### src/rtl/clk_rst_pkg.sv
// Shared types, default parameters and helpers for the clk_sys reset
// sequencer and its timebase stages.
package clk_rst_pkg;

  // Sequencer states: hold everything in reset, release one by one, run.
  typedef enum logic [1:0] {
    HOLD = 2'd0,
    REL  = 2'd1,
    RUN  = 2'd2
  } seq_state_e;

  localparam int DEF_CLK_MHZ  = 100;
  localparam int DEF_TICK_DIV = 1000;
  localparam int DEF_NUM_RST  = 2;
  localparam int DEF_RST_HOLD = 16;
  localparam int DEF_RST_GAP  = 8;

  // Width of a counter that must hold values 0..n-1; never narrower than 1.
  function automatic int cnt_w(input int n);
    if (n <= 2) begin
      return 1;
    end else begin
      return $clog2(n);
    end
  endfunction

endpackage

### src/rtl/clk_rst_seq_tick_div.sv
// One divide-by-DIV stage of the cascaded timebase. wrap_o is the
// combinational "this stage wraps on this edge" term that feeds the next
// stage, so all strobes of a cascade land in the same cycle.
module tick_div
  import clk_rst_pkg::*;
#(
  parameter int DIV = 2
) (
  input  logic clk_sys,
  input  logic rst,
  input  logic clr_i,
  input  logic en,
  input  logic in_strobe,
  output logic out_strobe,
  output logic wrap_o
);

  localparam int            CW   = cnt_w(DIV);
  localparam logic [CW-1:0] LAST = CW'(DIV - 1);

  logic [CW-1:0] cnt_q, cnt_d;
  logic          out_q, out_d;
  logic          step_s;

  assign step_s     = en & in_strobe;
  assign wrap_o     = step_s & (cnt_q == LAST);
  assign out_strobe = out_q;

  // Next count and strobe: clear wins, then wrap, then plain advance; frozen otherwise.
  always_comb begin
    cnt_d = cnt_q;
    out_d = 1'b0;
    if (clr_i) begin
      cnt_d = {CW{1'b0}};
      out_d = 1'b0;
    end else if (wrap_o) begin
      cnt_d = {CW{1'b0}};
      out_d = 1'b1;
    end else if (step_s) begin
      cnt_d = cnt_q + CW'(1);
      out_d = 1'b0;
    end else begin
      cnt_d = cnt_q;
      out_d = 1'b0;
    end
  end

  // Counter and strobe registers.
  always_ff @(posedge clk_sys or posedge rst) begin
    if (rst) begin
      cnt_q <= {CW{1'b0}};
      out_q <= 1'b0;
    end else begin
      cnt_q <= cnt_d;
      out_q <= out_d;
    end
  end

endmodule

### src/rtl/clk_rst_seq.sv
// Reset sequencer and us/ms/s timebase for the clk_sys domain. Subsystem
// resets are released in index order after a hold time, spaced by a gap;
// soft_rst restarts the whole sequence and clears the timebase.
module clk_rst_seq
  import clk_rst_pkg::*;
#(
  parameter int CLK_MHZ  = DEF_CLK_MHZ,
  parameter int TICK_DIV = DEF_TICK_DIV,
  parameter int NUM_RST  = DEF_NUM_RST,
  parameter int RST_HOLD = DEF_RST_HOLD,
  parameter int RST_GAP  = DEF_RST_GAP
) (
  input  logic               clk_sys,
  input  logic               rst,
  input  logic               soft_rst,
  input  logic               tick_en,
  output logic [NUM_RST-1:0] rst_out,
  output logic               ready,
  output logic               pulse_us,
  output logic               pulse_ms,
  output logic               pulse_s
);

  localparam int            HW        = cnt_w(RST_HOLD);
  localparam int            GW        = cnt_w(RST_GAP);
  localparam int            IW        = cnt_w(NUM_RST);
  localparam logic [HW-1:0] HOLD_LAST = HW'(RST_HOLD - 1);
  localparam logic [GW-1:0] GAP_LAST  = GW'(RST_GAP - 1);
  localparam logic [IW-1:0] LAST_IDX  = IW'(NUM_RST - 1);

  seq_state_e         state_q, state_d;
  logic [HW-1:0]      hold_cnt_q, hold_cnt_d;
  logic [GW-1:0]      gap_cnt_q, gap_cnt_d;
  logic [IW-1:0]      rel_idx_q, rel_idx_d;
  logic [NUM_RST-1:0] rst_out_q, rst_out_d;
  logic               ready_q, ready_d;
  logic               us_en_s, us_wrap_s, ms_wrap_s, s_wrap_s;

  assign rst_out = rst_out_q;
  assign ready   = ready_q;

  // State register.
  always_ff @(posedge clk_sys or posedge rst) begin
    if (rst) begin
      state_q <= HOLD;
    end else begin
      state_q <= state_d;
    end
  end

  // Next-state logic; soft reset returns to HOLD from anywhere.
  always_comb begin
    state_d = state_q;
    if (soft_rst) begin
      state_d = HOLD;
    end else begin
      case (state_q)
        HOLD: begin
          if (hold_cnt_q == HOLD_LAST) begin
            state_d = (NUM_RST == 1) ? RUN : REL;
          end else begin
            state_d = HOLD;
          end
        end
        REL: begin
          if ((gap_cnt_q == GAP_LAST) && (rel_idx_q == LAST_IDX)) begin
            state_d = RUN;
          end else begin
            state_d = REL;
          end
        end
        RUN:     state_d = RUN;
        default: state_d = HOLD;
      endcase
    end
  end

  // Counters, release index and next values of the registered outputs.
  always_comb begin
    hold_cnt_d = hold_cnt_q;
    gap_cnt_d  = gap_cnt_q;
    rel_idx_d  = rel_idx_q;
    rst_out_d  = rst_out_q;
    ready_d    = ready_q;
    if (soft_rst) begin
      hold_cnt_d = {HW{1'b0}};
      gap_cnt_d  = {GW{1'b0}};
      rel_idx_d  = {IW{1'b0}};
      rst_out_d  = {NUM_RST{1'b1}};
      ready_d    = 1'b0;
    end else begin
      case (state_q)
        HOLD: begin
          if (hold_cnt_q == HOLD_LAST) begin
            hold_cnt_d   = {HW{1'b0}};
            gap_cnt_d    = {GW{1'b0}};
            rel_idx_d    = IW'(1);
            rst_out_d[0] = 1'b0;
            ready_d      = (NUM_RST == 1);
          end else begin
            hold_cnt_d = hold_cnt_q + HW'(1);
          end
        end
        REL: begin
          if (gap_cnt_q == GAP_LAST) begin
            gap_cnt_d            = {GW{1'b0}};
            rst_out_d[rel_idx_q] = 1'b0;
            if (rel_idx_q == LAST_IDX) begin
              ready_d = 1'b1;
            end else begin
              rel_idx_d = rel_idx_q + IW'(1);
            end
          end else begin
            gap_cnt_d = gap_cnt_q + GW'(1);
          end
        end
        RUN: begin
          ready_d = 1'b1;
        end
        default: begin
          rst_out_d = {NUM_RST{1'b1}};
          ready_d   = 1'b0;
        end
      endcase
    end
  end

  // Sequencer registers; everything held in reset while rst is high.
  always_ff @(posedge clk_sys or posedge rst) begin
    if (rst) begin
      hold_cnt_q <= {HW{1'b0}};
      gap_cnt_q  <= {GW{1'b0}};
      rel_idx_q  <= {IW{1'b0}};
      rst_out_q  <= {NUM_RST{1'b1}};
      ready_q    <= 1'b0;
    end else begin
      hold_cnt_q <= hold_cnt_d;
      gap_cnt_q  <= gap_cnt_d;
      rel_idx_q  <= rel_idx_d;
      rst_out_q  <= rst_out_d;
      ready_q    <= ready_d;
    end
  end

  // The timebase runs only once the first subsystem is out of reset.
  assign us_en_s = tick_en & ~rst_out_q[0];

  tick_div #(.DIV(CLK_MHZ)) u_us (
    .clk_sys    (clk_sys),
    .rst        (rst),
    .clr_i      (soft_rst),
    .en         (us_en_s),
    .in_strobe  (1'b1),
    .out_strobe (pulse_us),
    .wrap_o     (us_wrap_s)
  );

  tick_div #(.DIV(TICK_DIV)) u_ms (
    .clk_sys    (clk_sys),
    .rst        (rst),
    .clr_i      (soft_rst),
    .en         (us_en_s),
    .in_strobe  (us_wrap_s),
    .out_strobe (pulse_ms),
    .wrap_o     (ms_wrap_s)
  );

  tick_div #(.DIV(TICK_DIV)) u_s (
    .clk_sys    (clk_sys),
    .rst        (rst),
    .clr_i      (soft_rst),
    .en         (us_en_s),
    .in_strobe  (ms_wrap_s),
    .out_strobe (pulse_s),
    .wrap_o     (s_wrap_s)
  );

endmodule
### config.mk
export PLATFORM = sky130hd
export DESIGN_NAME = clk_rst_seq
export DESIGN_NICKNAME = d
export VERILOG_FILES = /design/src/rtl/clk_rst_pkg.sv /design/src/rtl/clk_rst_seq_tick_div.sv /design/src/rtl/clk_rst_seq.sv
export SDC_FILE = /design/constraint.sdc
export NUM_CORES = 1
export LEC_CHECK = 0
export BUFFER_PORTS_ARGS = -buffer_cell sky130_fd_sc_hd__clkbuf_2
export CAP_MARGIN = 20
export CELL_PAD_IN_SITES_DETAIL_PLACEMENT = 1
export CELL_PAD_IN_SITES_GLOBAL_PLACEMENT = 1
export CORE_UTILIZATION = 35
export CTS_CLUSTER_SIZE = 24
export DETAILED_ROUTE_END_ITERATION = 8
export PLACE_DENSITY_LB_ADDON = 0.1
export RECOVER_POWER = 25
export SETUP_SLACK_MARGIN = 0.2
export SLEW_MARGIN = 20
export SYNTH_ARGS = -nofsm -noshare
export SYNTH_HDL_FRONTEND = slang
export SYNTH_SLANG_ARGS = --single-unit
### constraint.sdc
create_clock -name clk_sys -period 3.8 [get_ports clk_sys]
set_input_delay 0.19 -clock clk_sys [delete_from_list [all_inputs] [get_ports clk_sys]]
set_output_delay 0.19 -clock clk_sys [all_outputs]
set_load 0.01 [all_outputs]
==> flow_metrics.tcl <==
set metrics [dict create \
    yosysSeqAreaShare_pct 46.5 \
    placementRows 29 \
    violations "capacitance limit, slew limit" \
    coreArea_um2 6390 \
    p_leak_nw 1.04 \
    required_ns 3.97 \
    worst_slew_pin_slew_ns 1.65 \
    final_cell_mix "dfrtp_1 (41), nand2_1 (19), nor2_1 (18)" \
    track_usage_pct 17.1 \
    synth-edff-count 0 \
    die_h_um 83.4 \
    peakVddDrop_mv 0.186 \
    rsz0062_at_grt "false" \
    synth_fp_nets 258 \
    antenna_found_initial 0 \
    cellPowerDensity_nw_per_um2 353 \
    final-setup-viol-count 0 \
    cts_made_buffers 5 \
    io_pins 10 \
    routedWlPerCell_um 16.5 \
    placed_cell_area_um2 2410 \
    synth_top_area_share_pct 44.3 \
    area_growth_pct 8.90 \
    finalCritPeriodShare_pct 65.8 \
    clock_latency_ns 0.30 \
    post_cts_resized 0 \
    cts_tree "built" \
    syn_area_um2 2320 \
    cts_setup_buffers 0 \
    slew_viol_final 44 \
    diodes 0 \
    cts.sinks 43 \
    worstSetupPathType "register to register" \
    routed_wl_um 5360 \
    grt_max_degree 44 \
    synthArstFlopShare_pct 100 \
    end_kind "register" \
    max_freq_mhz 400 \
    portBuffers 9 \
    cts.path.max_buffers 2 \
    drt-initial-drc-count 75 \
    slew_headroom_pct -9.81 \
    antenna_left 0 \
    cts_max_level 2 \
    synth_area_leaders "dfrtp_1 (44%), ha_1 (5.4%), nand2_1 (3.1%)" \
    drive_gt1_share_pct 10.1 \
    ys.flop_type "dfrtp_1" \
    routed_via_density 5.71 \
    first_global_vias 1985 \
    design_area_um2 2520 \
    cp.arrival_ns 2.67 \
    final_common_cell "dfrtp_1" \
    drv_cap 1 \
    skew_ns 0.00818 \
    gp_congestion 0.721 \
    nets 261 \
    power_mw 0.891 \
    cts_hold_buf 0 \
    min_period_ns 2.50 \
    overflow 0 \
    num_vias 1857 \
    ys_types 48 \
    crit_path_start_kind "register" \
    yosys_warnings 0 \
    finalHoldViolCount 0 \
    nFillCells 734 \
    synth_cells 244 \
    clockRootBuffer "clkbuf_8" \
    first_pass_iters 4 \
    cp_max_fo 23 \
    hp-class "input pin to asynchronous set/reset pin" \
    grt_pass1_wl_um 9540 \
    drc_errors 0 \
    synth_seq_cells 43 \
    dieArea_um2 6950 \
    synth_largest_area_cell "dfrtp_1" \
    avgSynthCellArea_um2 9.50 \
    dp_hpwl_um 3660 \
    path_clk_slew_ns 0.09 \
    initial_core_util_pct 36.3 \
    fp.dieW_um 83.4 \
    setup_tns_ns 0 \
    status "finished with violations" \
]
[routing by layer]
metal	global-route usage [%]	share of wire, %	up-vias
li1	-	-	907
met1	23.1	50	927
met2	27.1	47	17
met3	3.88	2.6	6
met4	5.64	1.3	0
met5	0	0	-
[final cells by class]
| type | count | area [um^2] | area share [%] |
|---|---|---|---|
| clock buffer | 6 | 82.6 | 3.27 |
| clock inverter | 2 | 35.0 | 1.39 |
| inverter | 11 | 41.3 | 1.64 |
| multi-input combinational | 177 | 1150 | 45.4 |
| sequential | 43 | 1080 | 42.7 |
| tap | 77 | 96.3 | 3.82 |
| timing repair buffer | 9 | 45.0 | 1.78 |
[worst paths after layout]
path | endpoint | cells after the start | slack, ns | startpoint
max in group asynchronous | u_ms.out_strobe | 2 | 2.47 | rst
setup reg to reg | u_ms.cnt_q[3] | 4 | 1.30 | u_us.cnt_q[2]
min in group clk_sys | u_us.cnt_q[0] | 4 | 0.39 | tick_en
hold / removal | u_us.cnt_q[5] | 2 | 0.36 | rst
hold reg to reg | u_ms.cnt_q[8] | 1 | 0.50 | u_ms.cnt_q[8]
setup / recovery | u_ms.cnt_q[3] | 4 | 1.30 | u_us.cnt_q[2]
[report_power, final]
group          switching [mW]  internal, mW
clock                   0.166         0.213
combinational          0.0287        0.0106
sequential            0.00754         0.465
[worst max-delay path, stage by stage (launching register included)]
cell and delay (ns):
dfrtp_1 0.45, nor4b_4 0.42, nand3_1 0.63, o21ai_0 0.75
nor2_1 0.11
[sequential cells by signal, indices dropped and copies added, names as in the netlist]
name	flops
u_s.out_strobe	1
u_ms.cnt_q	10
ready	1
rel_idx_q	1
gap_cnt_q	3
state_q	2
u_ms.out_strobe	1
u_s.cnt_q	10
u_us.out_strobe	1
rst_out	2
hold_cnt_q	4
u_us.cnt_q	7
[metrics by stage]
step	cells	setup slack, ns	hold slack [ns]	util [%]
floorplan	244	1.99	0.444	-
global placement	317	1.40	0.438	37.7
detailed placement	317	1.26	0.439	37.7
CTS	325	1.25	0.103	39.5
global route	325	1.00	0.450	39.5
finish	325	1.30	0.360	39.5
[cell usage after synthesis, drive strengths merged, types with 3 or more instances]
library cell / number
dfrtp: 41
inv: 11
nand3: 13
a21oi: 14
ha: 10
and3: 6
nor2: 18
buf: 3
a311oi: 3
nand2: 19
nor3: 6
a211oi: 4
nand4: 11
or3: 10
o21ai: 12
clkbuf: 10
or4: 3
a31oi: 5
xor2: 6
[cell families after synthesis]
kind of cell,Yosys count,synth area share (%)
xor+xnor,8,3.02
mux,4,1.83
simple gates,100,23.5
flops,43,46.5
compound gates,55,15.7
fa+ha+maj,10,5.40
buf+inv,24,4.05
Note: power is estimated with default switching activity, not from simulation.
